### config.mk
export PLATFORM = sky130hd
export DESIGN_NAME = fpnew_result_collector
export DESIGN_NICKNAME = d
export VERILOG_FILES = /design/src/rtl/fpnew_pkg.sv /design/src/rtl/hub_sync_fifo.sv /design/src/rtl/fpnew_result_collector.sv
export SDC_FILE = /design/constraint.sdc
export NUM_CORES = 1
export LEC_CHECK = 0
export BUFFER_PORTS_ARGS = -buffer_cell sky130_fd_sc_hd__buf_2
export CELL_PAD_IN_SITES_DETAIL_PLACEMENT = 0
export CELL_PAD_IN_SITES_GLOBAL_PLACEMENT = 1
export CORE_MARGIN = 8
export CORE_UTILIZATION = 50
export DETAILED_ROUTE_END_ITERATION = 8
export PLACE_DENSITY_LB_ADDON = 0.1
export SYNTH_ARGS = -nofsm -noshare
export SYNTH_HDL_FRONTEND = slang
export SYNTH_SLANG_ARGS = --single-unit
### constraint.sdc
create_clock -name clk_i -period 4.25 [get_ports clk_i]
set_clock_uncertainty 0.05 [all_clocks]
set_input_delay 0.425 -clock clk_i [delete_from_list [all_inputs] [get_ports clk_i]]
set_output_delay 0.425 -clock clk_i [all_outputs]
set_load 0.01 [all_outputs]
### src/rtl/fpnew_pkg.sv
`default_nettype none
// +----------------------------------------------------------------------------+
// | fpnew_pkg                                                                  |
// | Shared FPU types used by the result collector.                             |
// | Revision: 1.0                                                              |
// +----------------------------------------------------------------------------+
package fpnew_pkg;

    // RISC-V exception flags: invalid, divide-by-zero, overflow, underflow, inexact.
    typedef struct packed {
        logic NV;
        logic DZ;
        logic OF;
        logic UF;
        logic NX;
    } status_t;

endpackage : fpnew_pkg
`default_nettype wire

### src/rtl/hub_sync_fifo.sv
`default_nettype none
// +----------------------------------------------------------------------------+
// | hub_sync_fifo                                                              |
// | Generic in-order FIFO with flush and occupancy count; head read from store.|
// | Revision: 1.0                                                              |
// +----------------------------------------------------------------------------+
module hub_sync_fifo #(
    parameter int DataWidth = 32,
    parameter int Depth     = 4
) (
    input  logic                   clk_i,
    input  logic                   rst_i,
    input  logic                   flush_i,
    input  logic                   push_i,
    input  logic [DataWidth-1:0]   data_i,
    input  logic                   pop_i,
    output logic [DataWidth-1:0]   data_o,
    output logic [$clog2(Depth):0] count_o,
    output logic                   full_o,
    output logic                   empty_o
);

    localparam int c_ptr_w = $clog2(Depth);
    localparam int c_cnt_w = c_ptr_w + 1;

    logic [DataWidth-1:0] mem_q [Depth];
    logic [DataWidth-1:0] mem_d [Depth];
    logic [c_ptr_w-1:0]   rd_ptr_q, rd_ptr_d;
    logic [c_ptr_w-1:0]   wr_ptr_q, wr_ptr_d;
    logic [c_cnt_w-1:0]   count_q, count_d;

    logic w_push;
    logic w_pop;

    assign full_o  = (count_q == c_cnt_w'(Depth));
    assign empty_o = (count_q == '0);
    assign count_o = count_q;
    assign data_o  = mem_q[rd_ptr_q];

    assign w_push = push_i && !full_o;
    assign w_pop  = pop_i && !empty_o;

    // Depth is a power of two, so pointers wrap by natural overflow;
    // full vs. empty is resolved by the count, never by pointer equality.
    always_comb begin
        mem_d    = mem_q;
        rd_ptr_d = rd_ptr_q;
        wr_ptr_d = wr_ptr_q;
        count_d  = count_q;
        if (flush_i) begin
            rd_ptr_d = '0;
            wr_ptr_d = '0;
            count_d  = '0;
        end else begin
            if (w_push) begin
                mem_d[wr_ptr_q] = data_i;
                wr_ptr_d        = wr_ptr_q + c_ptr_w'(1);
            end
            if (w_pop) begin
                rd_ptr_d = rd_ptr_q + c_ptr_w'(1);
            end
            count_d = count_q + c_cnt_w'(w_push) - c_cnt_w'(w_pop);
        end
    end

    always_ff @(posedge clk_i) begin
        if (rst_i) begin
            for (int i = 0; i < Depth; i++) begin
                mem_q[i] <= '0;
            end
            rd_ptr_q <= '0;
            wr_ptr_q <= '0;
            count_q  <= '0;
        end else begin
            mem_q    <= mem_d;
            rd_ptr_q <= rd_ptr_d;
            wr_ptr_q <= wr_ptr_d;
            count_q  <= count_d;
        end
    end

endmodule : hub_sync_fifo
`default_nettype wire

### src/rtl/fpnew_result_collector.sv
`default_nettype none
// +----------------------------------------------------------------------------+
// | fpnew_result_collector                                                     |
// | Buffers FPU result beats in order and accumulates sticky fflags.           |
// | Revision: 1.0                                                              |
// +----------------------------------------------------------------------------+
module fpnew_result_collector
    import fpnew_pkg::*;
#(
    parameter int Width    = 32,
    parameter int TagWidth = 1,
    parameter int Depth    = 4
) (
    input  logic                   clk_i,
    input  logic                   rst_i,
    input  logic                   flush_i,
    input  logic                   fpu_valid_i,
    output logic                   fpu_ready_o,
    input  logic [Width-1:0]       fpu_result_i,
    input  status_t                fpu_status_i,
    input  logic [TagWidth-1:0]    fpu_tag_i,
    output logic                   rsp_valid_o,
    input  logic                   rsp_ready_i,
    output logic [Width-1:0]       rsp_result_o,
    output status_t                rsp_status_o,
    output logic [TagWidth-1:0]    rsp_tag_o,
    output status_t                fflags_o,
    input  logic                   fflags_clr_i,
    output logic [$clog2(Depth):0] count_o
);

    typedef struct packed {
        logic [Width-1:0]    result;
        status_t             status;
        logic [TagWidth-1:0] tag;
    } payload_t;

    localparam int c_payload_w = $bits(payload_t);

    payload_t w_wr_payload;
    payload_t w_rd_payload;
    logic     w_full;
    logic     w_empty;
    logic     w_push;
    logic     w_pop;
    status_t  fflags_q, fflags_d;

    // Ready comes only from registered occupancy, never from rsp_ready_i.
    assign fpu_ready_o = !w_full;
    assign rsp_valid_o = !w_empty;
    assign w_push      = fpu_valid_i && fpu_ready_o;
    assign w_pop       = rsp_valid_o && rsp_ready_i;

    assign w_wr_payload = '{result: fpu_result_i, status: fpu_status_i, tag: fpu_tag_i};

    hub_sync_fifo #(
        .DataWidth (c_payload_w),
        .Depth     (Depth)
    ) u_fifo (
        .clk_i   (clk_i),
        .rst_i   (rst_i),
        .flush_i (flush_i),
        .push_i  (w_push),
        .data_i  (w_wr_payload),
        .pop_i   (w_pop),
        .data_o  (w_rd_payload),
        .count_o (count_o),
        .full_o  (w_full),
        .empty_o (w_empty)
    );

    assign rsp_result_o = w_rd_payload.result;
    assign rsp_status_o = w_rd_payload.status;
    assign rsp_tag_o    = w_rd_payload.tag;

    // A beat accepted on a flush cycle is discarded but its flags still count.
    always_comb begin
        fflags_d = fflags_clr_i ? status_t'('0) : fflags_q;
        if (w_push) begin
            fflags_d = status_t'(fflags_d | fpu_status_i);
        end
    end

    always_ff @(posedge clk_i) begin
        if (rst_i) begin
            fflags_q <= '0;
        end else begin
            fflags_q <= fflags_d;
        end
    end

    assign fflags_o = fflags_q;

endmodule : fpnew_result_collector
`default_nettype wire

==> results of run 1 <==
through the flow:
| step | utilization | area [um^2] | instances | hold WS (ps) | worst slack [ps] |
|---|---|---|---|---|---|
| 6_report | 0.575 | 8600 | 915 | 176 | 1540 |
| 4_1_cts | 0.575 | 8600 | 915 | 147 | 1510 |
| 5_1_grt | 0.575 | 8600 | 915 | 164 | 1470 |
| 2_1_floorplan | - | 7530 | 646 | 395 | 2110 |
| 3_3_place_gp | 0.534 | 7990 | 883 | 400 | 1690 |
| 3_5_place_dp | 0.534 | 7990 | 883 | 411 | 1650 |
worst register-to-register path, stage by stage, from the launching register on:
cell     delay (ps)
dfxtp_1         430
or3b_1          520
nand2_1         360
inv_1            80
ha_1            220
fa_1            390
xnor2_1         170
nor3_1           60
power groups by stage:
stage / combinational, W / clock [W] / sequential, W
after floorplan: 0.000244 / 0 / 0.00163
after global placement: 0.000325 / 0 / 0.00165
after detailed placement: 0.000333 / 0 / 0.00166
after CTS: 0.000334 / 0.00162 / 0.00162
after global routing: 0.000357 / 0.00168 / 0.00163
final: 0.000327 / 0.00158 / 0.00162
per-layer routing:
layer	share of wire	track usage	up-vias
met4	0.0082	0.0560	0
met5	0	0	-
li1	-	-	2351
met1	0.48	0.210	2336
met3	0.030	0.0417	10
met2	0.49	0.284	73
registers in the layout, indices dropped and copies added (netlist names):
register         flops
fflags_o             5
u_fifo.count_o       3
u_fifo.mem_q       152
u_fifo.rd_ptr_q      2
u_fifo.wr_ptr_q      2
cell usage in the layout (no fill, tap or decap), types with 4 or more instances in the layout:
master       n
dfxtp_1    162
inv_1       11
o32ai_1      4
buf_2       90
clkbuf_8     4
clkinv_2     6
mux4_2      38
nand2b_1   190
ha_1         6
nand2_1      6
clkbuf_16   17
mux2i_1    154
buf_4        7
cell type report:
| type | count | area (um^2) | area share |
|---|---|---|---|
| clock buffers | 22 | 484 | 0.0563 |
| inverters | 11 | 41.3 | 0.00480 |
| clock inverters | 10 | 128 | 0.0148 |
| flip-flops and latches | 164 | 3290 | 0.382 |
| multi-input cells | 422 | 3910 | 0.454 |
| repair buffers | 98 | 523 | 0.0608 |
| well taps | 188 | 235 | 0.0273 |
logic make-up after synthesis:
logic type      share of synthesized area
fa+ha+maj                          0.0126
xor+xnor                          0.00465
mux                                 0.318
simple gates                        0.173
buf+inv                            0.0480
compound gates                    0.00764
flops                               0.436
how the worst min path moves through the flow:
stage / cells past startpoint / start / slack [ps] / end
after detailed placement: 2 / u_fifo.mem_q[44] / 410 / u_fifo.mem_q[44]
after global placement: 2 / fflags_o[4] / 400 / fflags_o[4]
after CTS: 2 / flush_i / 150 / u_fifo.rd_ptr_q[1]
after floorplan: 2 / u_fifo.mem_q[41] / 400 / u_fifo.mem_q[41]
final: 2 / flush_i / 180 / u_fifo.rd_ptr_q[1]
after global routing: 2 / flush_i / 160 / u_fifo.rd_ptr_q[0]
==> results.toml, run 1 <==
[global_route]
grt_pass1_wl_um = 26500
gr-total-overflow = 0
grt_pass1_vias = 5117
grt_max_degree = 139
antenna_found_initial = 0
grt.total_usage = 0.169

[clocking]
ctsHoldBuffers = 0
clkLatencyLatePin_ps = 420
cts_inserted_buffers = 17
tritoncts = "done"
cts_resized = 0
clk_root_buffer_cell = "clkbuf_16"
h-tree-depth = 4
cts_buffer_depth = 2
cts_sinks = 164
clkTransAtPathRegs_ps = 60
postCtsSetupRepairBufs = 0

[route]
drtPass1Iterations = 4
wl_per_cell_um = 17.4
drc_errors = 0
drt-total-wl_um = 15900
num_vias = 4770
viasPerCell = 5.21
ant_nets = 0
drt_iter0_markers = 120

[critical_path]
r2r-end = "u_fifo.count_o[2]"
path_depth = 3
critPathCapture = "rsp_result_o[30]"
cp_data_arrival_time_ps = 2230
crit_start = "u_fifo.rd_ptr_q[1]"
critical-path-slowest-cell = "dfxtp_2"
crit_family = "flip-flops"
reg2reg_depth = 7
critPathMaxStageDelay_ps = 960
startpoint_type = "flip-flop"
worstPathMaxFanout = 32
critPathCaptureType = "output port"
critical_path_buf_inv_count = 2
rr_startpoint = "u_fifo.count_o[2]"
worstPathRequired_ps = 3770
critPathKind = "reg -> out"
regToRegSetupSlack_ps = 1820
path_cells = "buf_4, mux4_2, buf_2"

[flow_run]
drv_cap = 0

[logic_synthesis]
synth_edf_count = 0
synth-seq-area-share = 0.436
ys_async_sr_fraction = 0
synth-seq-cells = 164
synth_ff_type = "dfxtp_1"
synth_top_area_frac = 0.436
syn-cell-area_um2 = 7530
synth_top_area_cell = "dfxtp_1"
syn_area_per_cell_um2 = 11.7
postSynthCellCount = 646
ys_top_cells_by_count = "nand2b_1, dfxtp_1, mux2i_1, mux4_2, clkbuf_1"
synth_area_leaders = "dfxtp_1, mux2i_1, nand2b_1, mux4_2, buf_6"
synth.distinct_cells = 28
synth.most_common_cell = "nand2b_1"
syn-num-nets = 697
ys_warn_count = 0

[finish]
fill_cells = 1286
n_antenna_cell = 0
nets = 765
drive_gt1_frac = 0.238
syn_to_final_growth_pct = 14.2

[timing]
rsz0062_at_grt = "no"
fin_crit_ps = 2710
hold_viol_final = 0
max_freq_mhz = 369
tightest_slew_ps = 1090
slew_viol_final = 0
relSlewSlack = 0.276
min_period_over_period = 0.637
setup_viol = 0
setup_tns_ps = 0

[pwr]
comb_power_share = 0.093
pwr-share-clk = 0.448
power.switching_w = 0.000800
design_power_total_w = 0.00353
power.density_nw_per_um2 = 410
netSwitchingFraction = 0.227
p_seq_frac = 0.459
leakage_nw = 3.87
p_int_w = 0.00273
max-vdd-ir-drop_mv = 0.321

[place]
gp_congestion = 0.732
dp_hpwl_um = 10100
port_buffers = 91

[worst_hold_path]
hold_path_class = "in -> reg"

[floorplan]
start_util = 0.503
ios = 92
dieArea_um2 = 19300
die_h_um = 139
die_width_um = 139
core-area_um2 = 15000
rows = 45

[status]
status = "finished, final reports clean"
Note: power is estimated with default switching activity, not from simulation.
==> run 2: changes to the inputs <==
--- a/config.mk
+++ b/config.mk
@@ -9,7 +9,7 @@
 export CELL_PAD_IN_SITES_DETAIL_PLACEMENT = 0
 export CELL_PAD_IN_SITES_GLOBAL_PLACEMENT = 1
 export CORE_MARGIN = 8
-export CORE_UTILIZATION = 50
+export CORE_UTILIZATION = 47
 export DETAILED_ROUTE_END_ITERATION = 8
 export PLACE_DENSITY_LB_ADDON = 0.1
 export SYNTH_ARGS = -nofsm -noshare
==> constraint.sdc (replaced) <==
create_clock -name clk_i -period 2.6 [get_ports clk_i]
set_clock_uncertainty 0.05 [all_clocks]
set_input_delay 0.26 -clock clk_i [delete_from_list [all_inputs] [get_ports clk_i]]
set_output_delay 0.26 -clock clk_i [all_outputs]
set_load 0.01 [all_outputs]
==> run 2 against run 1 <==
Combinational power is 78% higher. Largest cell class unchanged. Clock power grew 58%. Sequential share of layout area decreased by 0.70 points. Register-to-register slack got worse by 1400 ps. Utilization decreased by 1.9 points. Critical path type unchanged. Setup slack got worse by 1200 ps. Hold slack worse by 110 ps. Wire length is 2.1% higher. Global-route usage decreased by 0.11 points. Sequential cell count did not move.
==> results.toml, run 2 (same netlist as run 1, synthesis figures left out) <==
[status]
status = "finished, final reports clean"

[critical_path]
cp_data_arrival_time_ps = 1930
startpoint_type = "flip-flop"
worstPathRequired_ps = 2290
worstPathMaxFanout = 11
critPathKind = "reg -> out"
critPathCaptureType = "output port"

[global_route]
grt_pass1_vias = 5085
grt.total_usage = 0.168
grt_pass1_wl_um = 26800
gr-total-overflow = 0
grt_max_degree = 67
antenna_found_initial = 0

[finish]
drive_gt1_frac = 0.245
nets = 773
regMostFlops = "u_fifo.mem_q"
fill_cells = 1387
seqCellArea_um2 = 3290
n_antenna_cell = 0
postLayoutCoreUtil = 0.556
finalNonFillerCells = 951
syn_to_final_growth_pct = 16.3
mostFrequentLayoutCell = "nand2b_1"
final_cell_mix = "nand2b_1, dfxtp_1, mux2i_1"
multi_input_area_um2 = 3920
largest_reg_flops = 152

[pwr]
leakage_nw = 3.91
max-vdd-ir-drop_mv = 0.496
power.density_nw_per_um2 = 651

[timing]
tightest_slew_ps = 699
fin_crit_ps = 2240
setup_tns_ps = 0
min_period_over_period = 0.861
max_freq_mhz = 447
rsz0062_at_grt = "no"
relSlewSlack = 0.534
slew_viol_final = 0
setup_viol = 0
hold_viol_final = 0

[clocking]
cts_resized = 0
cts_buffer_depth = 2
cts_sinks = 164
postCtsSetupRepairBufs = 0
h-tree-depth = 4
cts_inserted_buffers = 17
tritoncts = "done"
clkLatencyLatePin_ps = 420
clk_root_buffer_cell = "clkbuf_16"
clkTransAtPathRegs_ps = 60

[route]
drtPass1Iterations = 4
wl_per_cell_um = 17.1
num_vias = 4789
ant_nets = 0
drc_errors = 0
viasPerCell = 5.04
drt_iter0_markers = 229
drt-total-wl_um = 16300

[place]
port_buffers = 91
gp_congestion = 0.740
dp_hpwl_um = 10800
dp_cells = 918

[floorplan]
dieArea_um2 = 20300
start_util = 0.478
ios = 92
die_h_um = 143
core-area_um2 = 15800
die_width_um = 143
rows = 46

[flow_run]
drv_cap = 0

[worst_hold_path]
hold_path_class = "in -> reg"
==> run 2: changes by cell type in the layout (fill, tap and decap cells not counted) <==
cell / delta
buf_12: +5
clkinv_2: -4
clkinvlp_4: +3
buf_4: +2
clkinv_4: +2
nand3_2: -2
nand3_4: +2
bufinv_16: -1
clkbuf_8: -1
dlygate4sd3_1: +1
inv_6: +1
==> run 2: power breakdown <==
group	switching, W	leakage (nW)	internal (W)
clock network	0.00100	0.282	0.00149
registers	0.0000467	1.33	0.00258
logic	0.000290	2.30	0.000292
total	0.00134	3.91	0.00436
==> run 2: cell type report <==
type                       instances  area share
inverter                          11     0.00471
multi-input combinational        422       0.447
clock buffer                      21      0.0537
clock inverter                    11      0.0144
tap                              216      0.0308
sequential                       164       0.375
timing repair buffer             106      0.0739
==> run 2: metal layers <==
metal	global-route usage	wire (um)	vias up
met1	0.209	7430	2314
met3	0.0424	651	19
met4	0.0610	265	0
met2	0.278	7920	80
li1	-	-	2376
met5	0	0	-
==> run 2: what timing repair did <==
action,CTS,global route
hold endpoints to repair,1,0
setup endpoints to repair,0,0
hold buffers,1,0
==> run 2: path summary, 6_finish.rpt <==
path | start | endpoint | slack [ps] | cells past startpoint
max | u_fifo.rd_ptr_q[0] | rsp_result_o[30] | 360 | 3
max reg2reg | u_fifo.count_o[2] | u_fifo.count_o[2] | 450 | 7
min | fflags_clr_i | fflags_o[2] | 60 | 2
min reg2reg | fflags_o[4] | fflags_o[4] | 410 | 2
==> run 2: critical path, cell delays in order (launching register included) <==
cell and delay [ps]:
dfxtp_4 490, buf_4 300, mux4_2 560, buf_2 160
==> run 2: stage by stage <==
stage | cell area, um^2 | hold slack, ps | power, W | setup WS [ps]
after floorplan | 7530 | 287 | 0.00307 | 460
after global placement | 8160 | 387 | 0.00326 | 520
after detailed placement | 8160 | 401 | 0.00327 | 472
after CTS | 8760 | 44.8 | 0.00578 | 291
after global routing | 8760 | 45.5 | 0.00596 | 248
final | 8760 | 62.2 | 0.00570 | 363
==> run 3: changes to the inputs <==
--- a/config.mk
+++ b/config.mk
@@ -14,4 +14,5 @@
 export PLACE_DENSITY_LB_ADDON = 0.1
 export SYNTH_ARGS = -nofsm -noshare
 export SYNTH_HDL_FRONTEND = slang
+export SYNTH_HIERARCHICAL = 1
 export SYNTH_SLANG_ARGS = --single-unit
==> run 3 against run 2 <==
Critical endpoint is now u_fifo/count_o[2]. Critical path depth up 9. Global-route usage down 0.12 points. Die area up 0.16%. Synthesized area up 0.18%. Sequential share of layout area down 0.91 points. Final area up 2.6%. Hold slack worse by 24 ps. Largest cell class unchanged. Setup slack worse by 250 ps. Utilization up 1.5 points.
==> results.toml, run 3 <==
[clocking]
clkLatencyLatePin_ps = 420
h-tree-depth = 4
cts_inserted_buffers = 17
clkTransAtPathRegs_ps = 60
cts_buffer_depth = 2
cts_sinks = 164
tritoncts = "done"
clk_root_buffer_cell = "clkbuf_16"

[place]
port_buffers = 91
dp_hpwl_um = 10600
placed_area_um2 = 8280
gp_congestion = 0.748

[logic_synthesis]
ys_top_cells_by_count = "nand2b_1, dfxtp_1, mux2i_1, mux4_2, clkbuf_1"
ys_warn_count = 6
postSynthCellCount = 653
synth_top_area_cell = "dfxtp_1"
synth.most_common_cell = "nand2b_1"
synth_top_area_frac = 0.435
syn_area_per_cell_um2 = 11.6
ys_async_sr_fraction = 0
syn-cell-area_um2 = 7550
synth-seq-area-share = 0.435
synthSimpleGateAreaFrac = 0.184
synth-seq-cells = 164
synth-xor-area-share = 0.00348
syn-num-nets = 704
synth.distinct_cells = 32
synth-compound-area-share = 0.00779
synth_edf_count = 0
synth_ff_type = "dfxtp_1"
synth-adder-area-share = 0.0126
synth_area_leaders = "dfxtp_1, mux2i_1, nand2b_1, mux4_2, buf_6"
muxShareOfSynthArea = 0.316
synth_top_family_by_area = "multiplexers"

[timing]
hold_viol_final = 0
fin_crit_ps = 2490
rsz0062_at_grt = "no"
setup_tns_ps = 0
tightest_slew_ps = 608
max_freq_mhz = 402
min_period_over_period = 0.956
setup_viol = 0
relSlewSlack = 0.594
slew_viol_final = 0

[finish]
syn_to_final_growth_pct = 19.2
largest_reg_flops = 152
fin_area_um2 = 9000
fill_cells = 1398
nets = 786
drive_gt1_frac = 0.261
n_antenna_cell = 0
regMostFlops = "u_fifo/mem_q"
final_cell_mix = "nand2b_1, dfxtp_1, mux2i_1"
mostFrequentLayoutCell = "nand2b_1"

[route]
drc_errors = 0
wl_per_cell_um = 16.9
drt-total-wl_um = 16300
drt_iter0_markers = 172
num_vias = 4908
viasPerCell = 5.09
ant_nets = 0
drtPass1Iterations = 4

[floorplan]
dieArea_um2 = 20400
start_util = 0.479
die_h_um = 143
ios = 92
rows = 46
die_width_um = 143
core-area_um2 = 15800

[pwr]
p_seq_frac = 0.441
pwr-share-clk = 0.489
power.density_nw_per_um2 = 653
netSwitchingFraction = 0.213
leakage_nw = 4.05
power.switching_w = 0.00125
p_int_w = 0.00462
comb_power_share = 0.070
max-vdd-ir-drop_mv = 0.484

[critical_path]
critPathKind = "reg -> reg"
worstPathMaxFanout = 4
cp_data_arrival_time_ps = 2760
startpoint_type = "flip-flop"
critPathCaptureType = "flip-flop"
worstPathRequired_ps = 2870

[global_route]
antenna_found_initial = 0
grt_max_degree = 80
gr-total-overflow = 0
grt_pass1_wl_um = 26800
grt_pass1_vias = 5217
grt.total_usage = 0.167

[status]
status = "finished, final reports clean"

[flow_run]
drv_cap = 0

[worst_hold_path]
hold_path_class = "in -> reg"
-- run 3: cell types whose count changed after synthesis, sizes merged, moves of 2 or more --
cell,before,now
nand3b,0,5
nor2b,1,3
nand2b,190,195
nand2,6,3
inv,11,8
a21oi,0,5
o32ai,4,0
clkbuf,27,25
-- run 3: worst paths after layout --
check	startpoint	end	slack (ps)	cells past startpoint
hold reg to reg	fflags_o[4]	fflags_o[4]	420	2
hold / removal	flush_i	u_fifo/rd_ptr_q[1]	40	2
setup / recovery	u_fifo/count_o[2]	u_fifo/count_o[2]	110	12
setup reg to reg	u_fifo/count_o[2]	u_fifo/count_o[2]	110	12
-- run 3: metrics by stage --
stage / worst slack, ps / utilization / hold WS, ps / std cells / total power [W]
4_1_cts: 28.1 / 0.568 / 14.5 / 962 / 0.00595
3_5_place_dp: 33.1 / 0.525 / 410 / 930 / 0.00306
3_3_place_gp: 65.3 / 0.525 / 405 / 930 / 0.00305
6_report: 113 / 0.570 / 37.9 / 964 / 0.00588
2_1_floorplan: 8.25 / - / 279 / 653 / 0.00291
5_1_grt: 24.4 / 0.570 / 25.3 / 964 / 0.00610
-- run 3: cell families after synthesis --
kind of cell,after synthesis
multiplexers,191
adder cells (fa/ha/maj),7
XOR/XNOR,3
AND/OR/NAND/NOR,222
AO/OA/AOI/OAI,10
flip-flops,164
buffers and inverters,56
-- run 3: area by class of cell --
| class | instances | area [um^2] | share of cell area |
|---|---|---|---|
| Clock buffer | 19 | 453 | 0.0503 |
| Multi-Input combinational cell | 433 | 4000 | 0.445 |
| Tap cell | 216 | 270 | 0.0300 |
| Sequential cell | 164 | 3290 | 0.366 |
| Inverter | 8 | 32.5 | 0.00362 |
| Clock inverter | 13 | 226 | 0.0252 |
| Timing Repair Buffer | 111 | 721 | 0.0801 |
-- run 3: timing repair --
item                       4_1_cts  5_1_grt
buffers inserted                 0        2
hold buffers                     0        0
setup endpoints to repair        0        1
gates resized for setup          0        5
-- run 3: power groups by stage --
stage               clock network (W)  registers [W]  logic [W]
detailed placement                  0        0.00265   0.000416
finish                        0.00287        0.00259   0.000414
floorplan                           0        0.00264   0.000272
CTS                           0.00294        0.00259   0.000417
global placement                    0        0.00264   0.000408
global route                  0.00306        0.00259   0.000451
-- run 3: critical path: stages (launching register included) --
cell and delay, ps:
dfxtp_4 350, or3b_4 390, inv_4 60, and2b_2 230, nand2_1 90, ha_1 230, inv_1 50, ha_1 130
inv_1 50, fa_2 350, xnor2_2 140, xnor2_1 120, and2_1 150
-- run 3: metal layers --
layer  global-route usage  share of wire
met5                    0              0
met3               0.0511          0.046
met2                0.265           0.47
met4               0.0498          0.012
met1                0.215           0.47
